## src/rtl/seg7_pkg.sv

```systemverilog
// Shared definitions for the seven-segment scan driver.
// Contents:
//   SEG_ORDER   : bit order of every glyph, for readers and debug printouts
//   SEG_BLANK   : all segments off
//   HEX_FONT    : 16-entry active-low hex font
//   font_lookup : nibble -> glyph helper
package seg7_pkg;

  // Glyph bit order, MSB first: {g,f,e,d,c,b,a}. A 0 bit lights the segment.
  localparam string SEG_ORDER = "gfedcba";

  typedef logic [3:0] nibble_t;
  typedef logic [6:0] glyph_t;

  localparam glyph_t SEG_BLANK = 7'h7F;

  localparam glyph_t HEX_FONT [16] = '{
    7'h40, 7'h79, 7'h24, 7'h30,  // 0 1 2 3
    7'h19, 7'h12, 7'h02, 7'h78,  // 4 5 6 7
    7'h00, 7'h10, 7'h08, 7'h03,  // 8 9 A b
    7'h46, 7'h21, 7'h06, 7'h0E   // C d E F
  };

  function automatic glyph_t font_lookup(input nibble_t n);
    return HEX_FONT[n];
  endfunction

endpackage

```

## src/rtl/seg7_scan_driver_if.sv

```systemverilog
// Display data and display drive bundle of the scan driver.
// Inputs to the driver : value, dp_in, blank_mask, lz_en
// Outputs of the driver: an, seg, dp, digit_idx, load_pulse
// modport slave is the driver side, modport master the producer/observer side.
interface seg7_scan_driver_if #(
  parameter int unsigned NUM_DIGITS = 4
);
  localparam int unsigned IDX_W = $clog2(NUM_DIGITS);

  logic [4*NUM_DIGITS-1:0] value;
  logic [NUM_DIGITS-1:0]   dp_in;
  logic [NUM_DIGITS-1:0]   blank_mask;
  logic                    lz_en;

  logic [NUM_DIGITS-1:0]   an;
  logic [6:0]              seg;
  logic                    dp;
  logic [IDX_W-1:0]        digit_idx;
  logic                    load_pulse;

  modport master (
    output value, dp_in, blank_mask, lz_en,
    input  an, seg, dp, digit_idx, load_pulse
  );

  modport slave (
    input  value, dp_in, blank_mask, lz_en,
    output an, seg, dp, digit_idx, load_pulse
  );

endinterface

```

## src/rtl/hex_to_seg7.sv

```systemverilog
// Purely combinational hex nibble to active-low seven-segment glyph decode.
// Ports:
//   nibble : 4-bit hex digit
//   glyph  : {g,f,e,d,c,b,a}, active-low
module hex_to_seg7
  import seg7_pkg::*;
(
  input  nibble_t nibble,
  output glyph_t  glyph
);

  assign glyph = font_lookup(nibble);

endmodule

```

## src/rtl/seg7_scan_driver.sv

```systemverilog
// Multiplexed seven-segment scan driver. scan_clk is a slow timing reference
// from the clock divider: it is synchronised into in_clk and its rising edge
// advances one digit. Display data is captured once per frame on the wrap
// to digit 0 so a frame never mixes old and new data.
// Ports:
//   in_clk   : system clock
//   rst      : asynchronous active-high reset
//   scan_clk : slow refresh square wave, asynchronous to in_clk
//   bus      : display data in, anode/segment/dp drive out, digit_idx, load_pulse
module seg7_scan_driver
  import seg7_pkg::*;
#(
  parameter int unsigned NUM_DIGITS  = 4,
  parameter int unsigned SYNC_STAGES = 2
) (
  input  logic               in_clk,
  input  logic               rst,
  input  logic               scan_clk,
  seg7_scan_driver_if.slave  bus
);

  localparam int unsigned      IDX_W = $clog2(NUM_DIGITS);
  localparam logic [IDX_W-1:0] LAST  = IDX_W'(NUM_DIGITS - 1);

  // Synchroniser and rising-edge detect
  logic [SYNC_STAGES-1:0] sync_q;
  logic                   hist_q;
  logic                   step;

  always_ff @(posedge in_clk or posedge rst) begin
    if (rst) begin
      sync_q <= '0;
      hist_q <= 1'b0;
    end else begin
      sync_q <= {sync_q[SYNC_STAGES-2:0], scan_clk};
      hist_q <= sync_q[SYNC_STAGES-1];
    end
  end

  assign step = sync_q[SYNC_STAGES-1] & ~hist_q;

  // Digit counter, active flag and shadow registers
  logic [IDX_W-1:0]        idx_q, idx_d;
  logic                    active_q, active_d;
  logic                    wrap;
  logic [4*NUM_DIGITS-1:0] val_sh_q, val_sh_d;
  logic [NUM_DIGITS-1:0]   dp_sh_q, dp_sh_d;
  logic [NUM_DIGITS-1:0]   blank_sh_q, blank_sh_d;
  logic                    lz_sh_q, lz_sh_d;

  assign wrap = step & (idx_q == LAST);

  always_comb begin
    idx_d      = idx_q;
    active_d   = active_q | wrap;
    val_sh_d   = val_sh_q;
    dp_sh_d    = dp_sh_q;
    blank_sh_d = blank_sh_q;
    lz_sh_d    = lz_sh_q;
    if (step) begin
      idx_d = wrap ? '0 : idx_q + IDX_W'(1);
    end
    if (wrap) begin
      val_sh_d   = bus.value;
      dp_sh_d    = bus.dp_in;
      blank_sh_d = bus.blank_mask;
      lz_sh_d    = bus.lz_en;
    end
  end

  always_ff @(posedge in_clk or posedge rst) begin
    if (rst) begin
      idx_q      <= LAST;
      active_q   <= 1'b0;
      val_sh_q   <= '0;
      dp_sh_q    <= '0;
      blank_sh_q <= '0;
      lz_sh_q    <= 1'b0;
    end else begin
      idx_q      <= idx_d;
      active_q   <= active_d;
      val_sh_q   <= val_sh_d;
      dp_sh_q    <= dp_sh_d;
      blank_sh_q <= blank_sh_d;
      lz_sh_q    <= lz_sh_d;
    end
  end

  // Output decode works on next-state values so the registered outputs
  // change on the same edge as digit_idx and the shadow reload.
  nibble_t nib;
  glyph_t  glyph;
  logic    upper_zero;
  logic    dark;

  logic [NUM_DIGITS-1:0] an_q, an_d;
  glyph_t                seg_q, seg_d;
  logic                  dp_q, dp_d;
  logic                  load_q;

  assign nib = val_sh_d[{idx_d, 2'b00} +: 4];

  hex_to_seg7 u_font (
    .nibble (nib),
    .glyph  (glyph)
  );

  always_comb begin
    // Nibbles from the current digit up to the most significant one
    upper_zero = 1'b1;
    for (int i = 0; i < NUM_DIGITS; i++) begin
      if ((i >= int'(idx_d)) && (val_sh_d[4*i +: 4] != 4'h0)) begin
        upper_zero = 1'b0;
      end
    end
    // Digit 0 is excluded so an all-zero value still shows a single 0
    dark = blank_sh_d[idx_d] | (lz_sh_d & (idx_d != '0) & upper_zero);

    an_d  = '1;
    seg_d = SEG_BLANK;
    dp_d  = 1'b1;
    if (active_d && !dark) begin
      an_d[idx_d] = 1'b0;
      seg_d       = glyph;
      dp_d        = ~dp_sh_d[idx_d];
    end
  end

  always_ff @(posedge in_clk or posedge rst) begin
    if (rst) begin
      an_q   <= '1;
      seg_q  <= SEG_BLANK;
      dp_q   <= 1'b1;
      load_q <= 1'b0;
    end else begin
      an_q   <= an_d;
      seg_q  <= seg_d;
      dp_q   <= dp_d;
      load_q <= wrap;
    end
  end

  assign bus.an         = an_q;
  assign bus.seg        = seg_q;
  assign bus.dp         = dp_q;
  assign bus.digit_idx  = idx_q;
  assign bus.load_pulse = load_q;

endmodule
```

## src/flat_wrapper.sv

```systemverilog
// flat-port wrapper written by rule: the top's interface ports become plain ports
module seg7_scan_driver_flat import seg7_pkg::*;
#(
  parameter int unsigned NUM_DIGITS  = 4,
  parameter int unsigned SYNC_STAGES = 2
)
  (in_clk, rst, scan_clk, bus_value, bus_dp_in, bus_blank_mask, bus_lz_en, bus_an, bus_seg, bus_dp, bus_digit_idx, bus_load_pulse);
  seg7_scan_driver_if #(.NUM_DIGITS(NUM_DIGITS)) bus_i ();
  input  logic in_clk;
  input  logic rst;
  input  logic scan_clk;
  input wire logic [$bits(bus_i.value)-1:0] bus_value;
  input wire logic [$bits(bus_i.dp_in)-1:0] bus_dp_in;
  input wire logic [$bits(bus_i.blank_mask)-1:0] bus_blank_mask;
  input wire logic [$bits(bus_i.lz_en)-1:0] bus_lz_en;
  output wire logic [$bits(bus_i.an)-1:0] bus_an;
  output wire logic [$bits(bus_i.seg)-1:0] bus_seg;
  output wire logic [$bits(bus_i.dp)-1:0] bus_dp;
  output wire logic [$bits(bus_i.digit_idx)-1:0] bus_digit_idx;
  output wire logic [$bits(bus_i.load_pulse)-1:0] bus_load_pulse;
  assign bus_i.value = bus_value;
  assign bus_i.dp_in = bus_dp_in;
  assign bus_i.blank_mask = bus_blank_mask;
  assign bus_i.lz_en = bus_lz_en;
  assign bus_an = bus_i.an;
  assign bus_seg = bus_i.seg;
  assign bus_dp = bus_i.dp;
  assign bus_digit_idx = bus_i.digit_idx;
  assign bus_load_pulse = bus_i.load_pulse;
  seg7_scan_driver #(.NUM_DIGITS(NUM_DIGITS), .SYNC_STAGES(SYNC_STAGES)) u_core (.in_clk(in_clk), .rst(rst), .scan_clk(scan_clk), .bus(bus_i));
endmodule
```

## config.mk

```make
export PLATFORM = sky130hd
export DESIGN_NAME = seg7_scan_driver_flat
export DESIGN_NICKNAME = d
export VERILOG_FILES = /design/src/rtl/seg7_pkg.sv /design/src/rtl/seg7_scan_driver_if.sv /design/src/rtl/hex_to_seg7.sv /design/src/rtl/seg7_scan_driver.sv /design/src/flat_wrapper.sv
export SDC_FILE = /design/constraint.sdc
export NUM_CORES = 1
export LEC_CHECK = 0
export CAP_MARGIN = 20
export CORE_MARGIN = 3
export CORE_UTILIZATION = 47
export CTS_CLUSTER_DIAMETER = 200
export CTS_CLUSTER_SIZE = 14
export DETAILED_ROUTE_END_ITERATION = 6
export PLACE_DENSITY = 0.77
export SETUP_SLACK_MARGIN = 0.5
export SYNTH_ARGS = -nofsm -noshare
export SYNTH_HDL_FRONTEND = slang
export SYNTH_HIERARCHICAL = 1
export SYNTH_SLANG_ARGS = --single-unit
```

## constraint.sdc

```tcl
create_clock -name in_clk -period 2.7 [get_ports in_clk]
set_input_delay 0.405 -clock in_clk [delete_from_list [all_inputs] [get_ports in_clk]]
set_output_delay 0.405 -clock in_clk [all_outputs]
set_load 0.02 [all_outputs]
```

==> results by group <==
Status
  • Status: finished, violations left
  • Failing checks: negative setup slack

Clock network
  • CTS tree: done
  • Hold Buf Count CTS: 0
  • CTS max path bufs: 2
  • Clock transition at path regs: about 80 ps
  • Root Buffer: clkbuf_8
  • H-tree Lvls: 2
  • Sink Count: 44
  • CTS buffer count: 5
  • Clock Latency Late Sink: roughly 290 ps

Synth
  • Synthesized flop and latch total: 44
  • FFs w/ async S/R, synth: between 90% and 100%
  • Post-Syn Nets: 227
  • Commonest cells post-synth: 30 x dfrtp_1, 29 x mux2_2, 28 x nand2_1, 14 x dfstp_2, 9 x nand3b_1
  • Mapped Area: between 2000 and 2500 µm²
  • Mapped Cells: roughly 190
  • EDFF count, synth: 0
  • Netlist cell types: around 40
  • Top cells by area, synth: dfrtp_1 33%, dfstp_2 16%, mux2_2 15%
  • YS warnings: 6
  • Area leader, netlist: dfrtp_1
  • Syn avg cell area: around 12 µm²
  • Dominant synthesized flop cell: dfrtp_1
  • Post-synth top area share: around 33%
  • Count leader, synth: dfrtp_1
  • Sequential share of the synthesized area: between 40% and 50%

Route
  • Metal2 WL: 2.41 mm
  • DRT antenna net count: 0
  • Vias: around 1600
  • Iter 0 DRT Violations: 77
  • Top sig layer: met4
  • DR DRC count: 0
  • Met3 WL: 218 µm
  • Final WL: roughly 4.8 mm
  • Routed len/inst: about 16 µm
  • Vias/cell: about 5.4
  • DRT Pass-1 Iters: 5
  • Met1 Wirelength: approximately 2.2 mm

Power and ir drop
  • Net switching power figure: 0.00148 W
  • Pleak: roughly 1.3 nW
  • Max VDD drop: 0.736 mV
  • Sw Share: approximately 38%
  • Clock share of power: 10.9%
  • Power per cell area: between 1000 and 1500 nW/µm²
  • Logic gate share of total power: about 60%
  • P_int: around 0.0024 W
  • Tot Pwr: about 0.004 W
  • Sequential power share: about 29%

Timing
  • Period utilization: 103%
  • Fin Clk Skew: about 8.4 ps
  • RSZ-0062 raised after global routing: true
  • Final Hold Fails: 0
  • Worst Tran Pin Value: 553 ps
  • Final setup viols: 5
  • Minimum clock period: 2780 ps
  • Final slew viol count: 0
  • Fmax: between 300 and 400 MHz
  • Rel. slew slack: 63.1%
  • Worst Setup Slack, final: -80.8 ps
  • Setup TNS: -254 ps

Final layout
  • Nets: 286
  • Cell area after layout: between 2000 and 3000 µm²
  • ANT cells: 0
  • Share of cells above drive strength 1: approximately a third
  • Layout area overhead: 33.1%

Worst setup path
  • Worst r2r src: u_core/bus.digit_idx[1]
  • WP data required: 2930 ps
  • Crit path DAT: ~3000 ps
  • Setup CP Type: register to register
  • Crit path max fanout: 14
  • R2R depth: 13
  • Crit end category: register
  • Setup crit start kind: register
  • Reg2Reg Capture Point: u_core/bus.seg[0]
  • Flop-to-flop setup slack: -80 ps
  • Setup crit start: u_core/bus.digit_idx[1]

Worst hold path
  • Hold EP: u_core/sync_q[1]
  • Worst hold path class: register to register
  • Hold Path Depth: 0
  • Hold_sp: u_core/sync_q[0]

GRT
  • Largest net degree at the start of global routing: 45
  • First-pass GRT wire length: just under 8 mm
  • GRT Util Overall: between 10% and 20%
  • Vias in the first global route: about 1700
  • Total grt overflow: 0
  • Initial antenna violation count: 0

Floorplanning
  • Die ar.: 5640 µm²
  • I/O Pins: between 40 and 50
  • Core area: between 4000 and 5000 µm²
  • Die W: 75.1 µm
  • Starting Density: about half
  • Cell Rows: 24
  • Chip height: 75.1 µm

Placed design
  • Gpl congestion: around 0.85
  • Detailed Place HPWL: approximately 3.4 mm
  • Port bufs: 42
  • Post-DP Area: approximately 2900 µm²

Run
  • Max-Cap Viols: 0
[worst max-delay path: stages, from the launching register on]
cell and delay [ps]:
dfstp_2 560, ha_4 130, nand3b_1 150, buf_12 200
mux2_4 300, mux2_4 270, nand2_4 80, nand2_4 80
inv_6 80, ha_4 130, and2b_2 210, or3b_1 340
o21ai_1 60, nand3b_1 110
[logic make-up after synthesis]
group / after synthesis / synth area share (%)
mux: 39 / 20.3
buf+inv: 17 / 3.96
compound gates: 18 / 5.85
fa+ha+maj: 8 / 4.46
flops: 44 / 49.8
simple gates: 65 / 15.7
[flip-flops by register name, summed over array words and instances (netlist names)]
signal,cells
u_core/val_sh_q,16
u_core/bus.dp,1
u_core/hist_q,1
u_core/active_q,1
u_core/bus.digit_idx,2
u_core/bus.an,4
u_core/dp_sh_q,4
u_core/bus.seg,7
u_core/lz_sh_q,1
u_core/sync_q,2
u_core/blank_sh_q,4
u_core/bus.load_pulse,1
[power by group through the flow]
stage               Combinational, W  Sequential, W  Clock (W)
floorplan                    0.00150        0.00126          0
global placement             0.00219        0.00115          0
detailed placement           0.00225        0.00116          0
CTS                          0.00229        0.00115   0.000435
global route                 0.00256        0.00118   0.000466
finish                       0.00234        0.00114   0.000425
[placed cells by master (no fill, tap or decap), drive strengths merged, types with 2 or more instances in the layout]
cell type | synthesis | final
clkinv | 0 | 2
mux2i | 9 | 9
clkdlybuf4s50 | 0 | 42
nand2b | 2 | 2
or4 | 3 | 3
ha | 8 | 8
nand3b | 9 | 9
nand3 | 2 | 2
inv | 8 | 8
nand4 | 3 | 3
nor2 | 7 | 7
nor3 | 2 | 2
nor4 | 2 | 2
and3 | 2 | 2
o21ai | 5 | 5
clkbuf | 1 | 6
a22o | 2 | 2
mux2 | 29 | 29
dfrtp | 30 | 30
a21oi | 3 | 3
buf | 8 | 19
dfstp | 14 | 14
nor2b | 2 | 2
nand2 | 28 | 28
[layer usage]
metal	GRT usage, %	vias up
met5	0	-
met1	23.8	809
met2	30.4	37
li1	-	792
met4	6.52	0
met3	4.27	6
[per-stage QoR]
step / hold slack, ps / cells / util [%] / worst slack [ps]
after floorplan: 331 / 191 / - / -83.5
after global placement: 339 / 293 / 63.9 / -16.2
after detailed placement: 336 / 293 / 63.9 / -83.9
after CTS: 355 / 303 / 66.3 / -88.4
after global routing: 371 / 303 / 66.8 / -220
final: 353 / 303 / 66.8 / -80.8
[area by class of cell]
type | count | area [µm²]
clock buffers | 6 | 82.6
clock inverters | 2 | 10.0
fillers | 365 | 1480
inverters | 8 | 35.0
multi-input cells | 130 | 1100
flip-flops and latches | 44 | 1120
well taps | 52 | 65.1
repair buffers | 61 | 576
[worst max-delay path by stage]
| stage | to | depth (start not counted) |
|---|---|---|
| final | u_core/bus.seg[0] | 13 |
| after global routing | u_core/bus.seg[0] | 13 |
| after CTS | u_core/bus.seg[0] | 13 |
| after detailed placement | u_core/bus.seg[3] | 12 |
| after global placement | u_core/bus.seg[0] | 13 |
| after floorplan | u_core/bus.seg[0] | 13 |
[repair_timing]
action	4_1_cts	5_1_grt
pin swaps	1	0
setup endpoints to repair	7	10
buffers inserted	2	0
gates resized for setup	2	5
(Power assumes the default switching activity.)
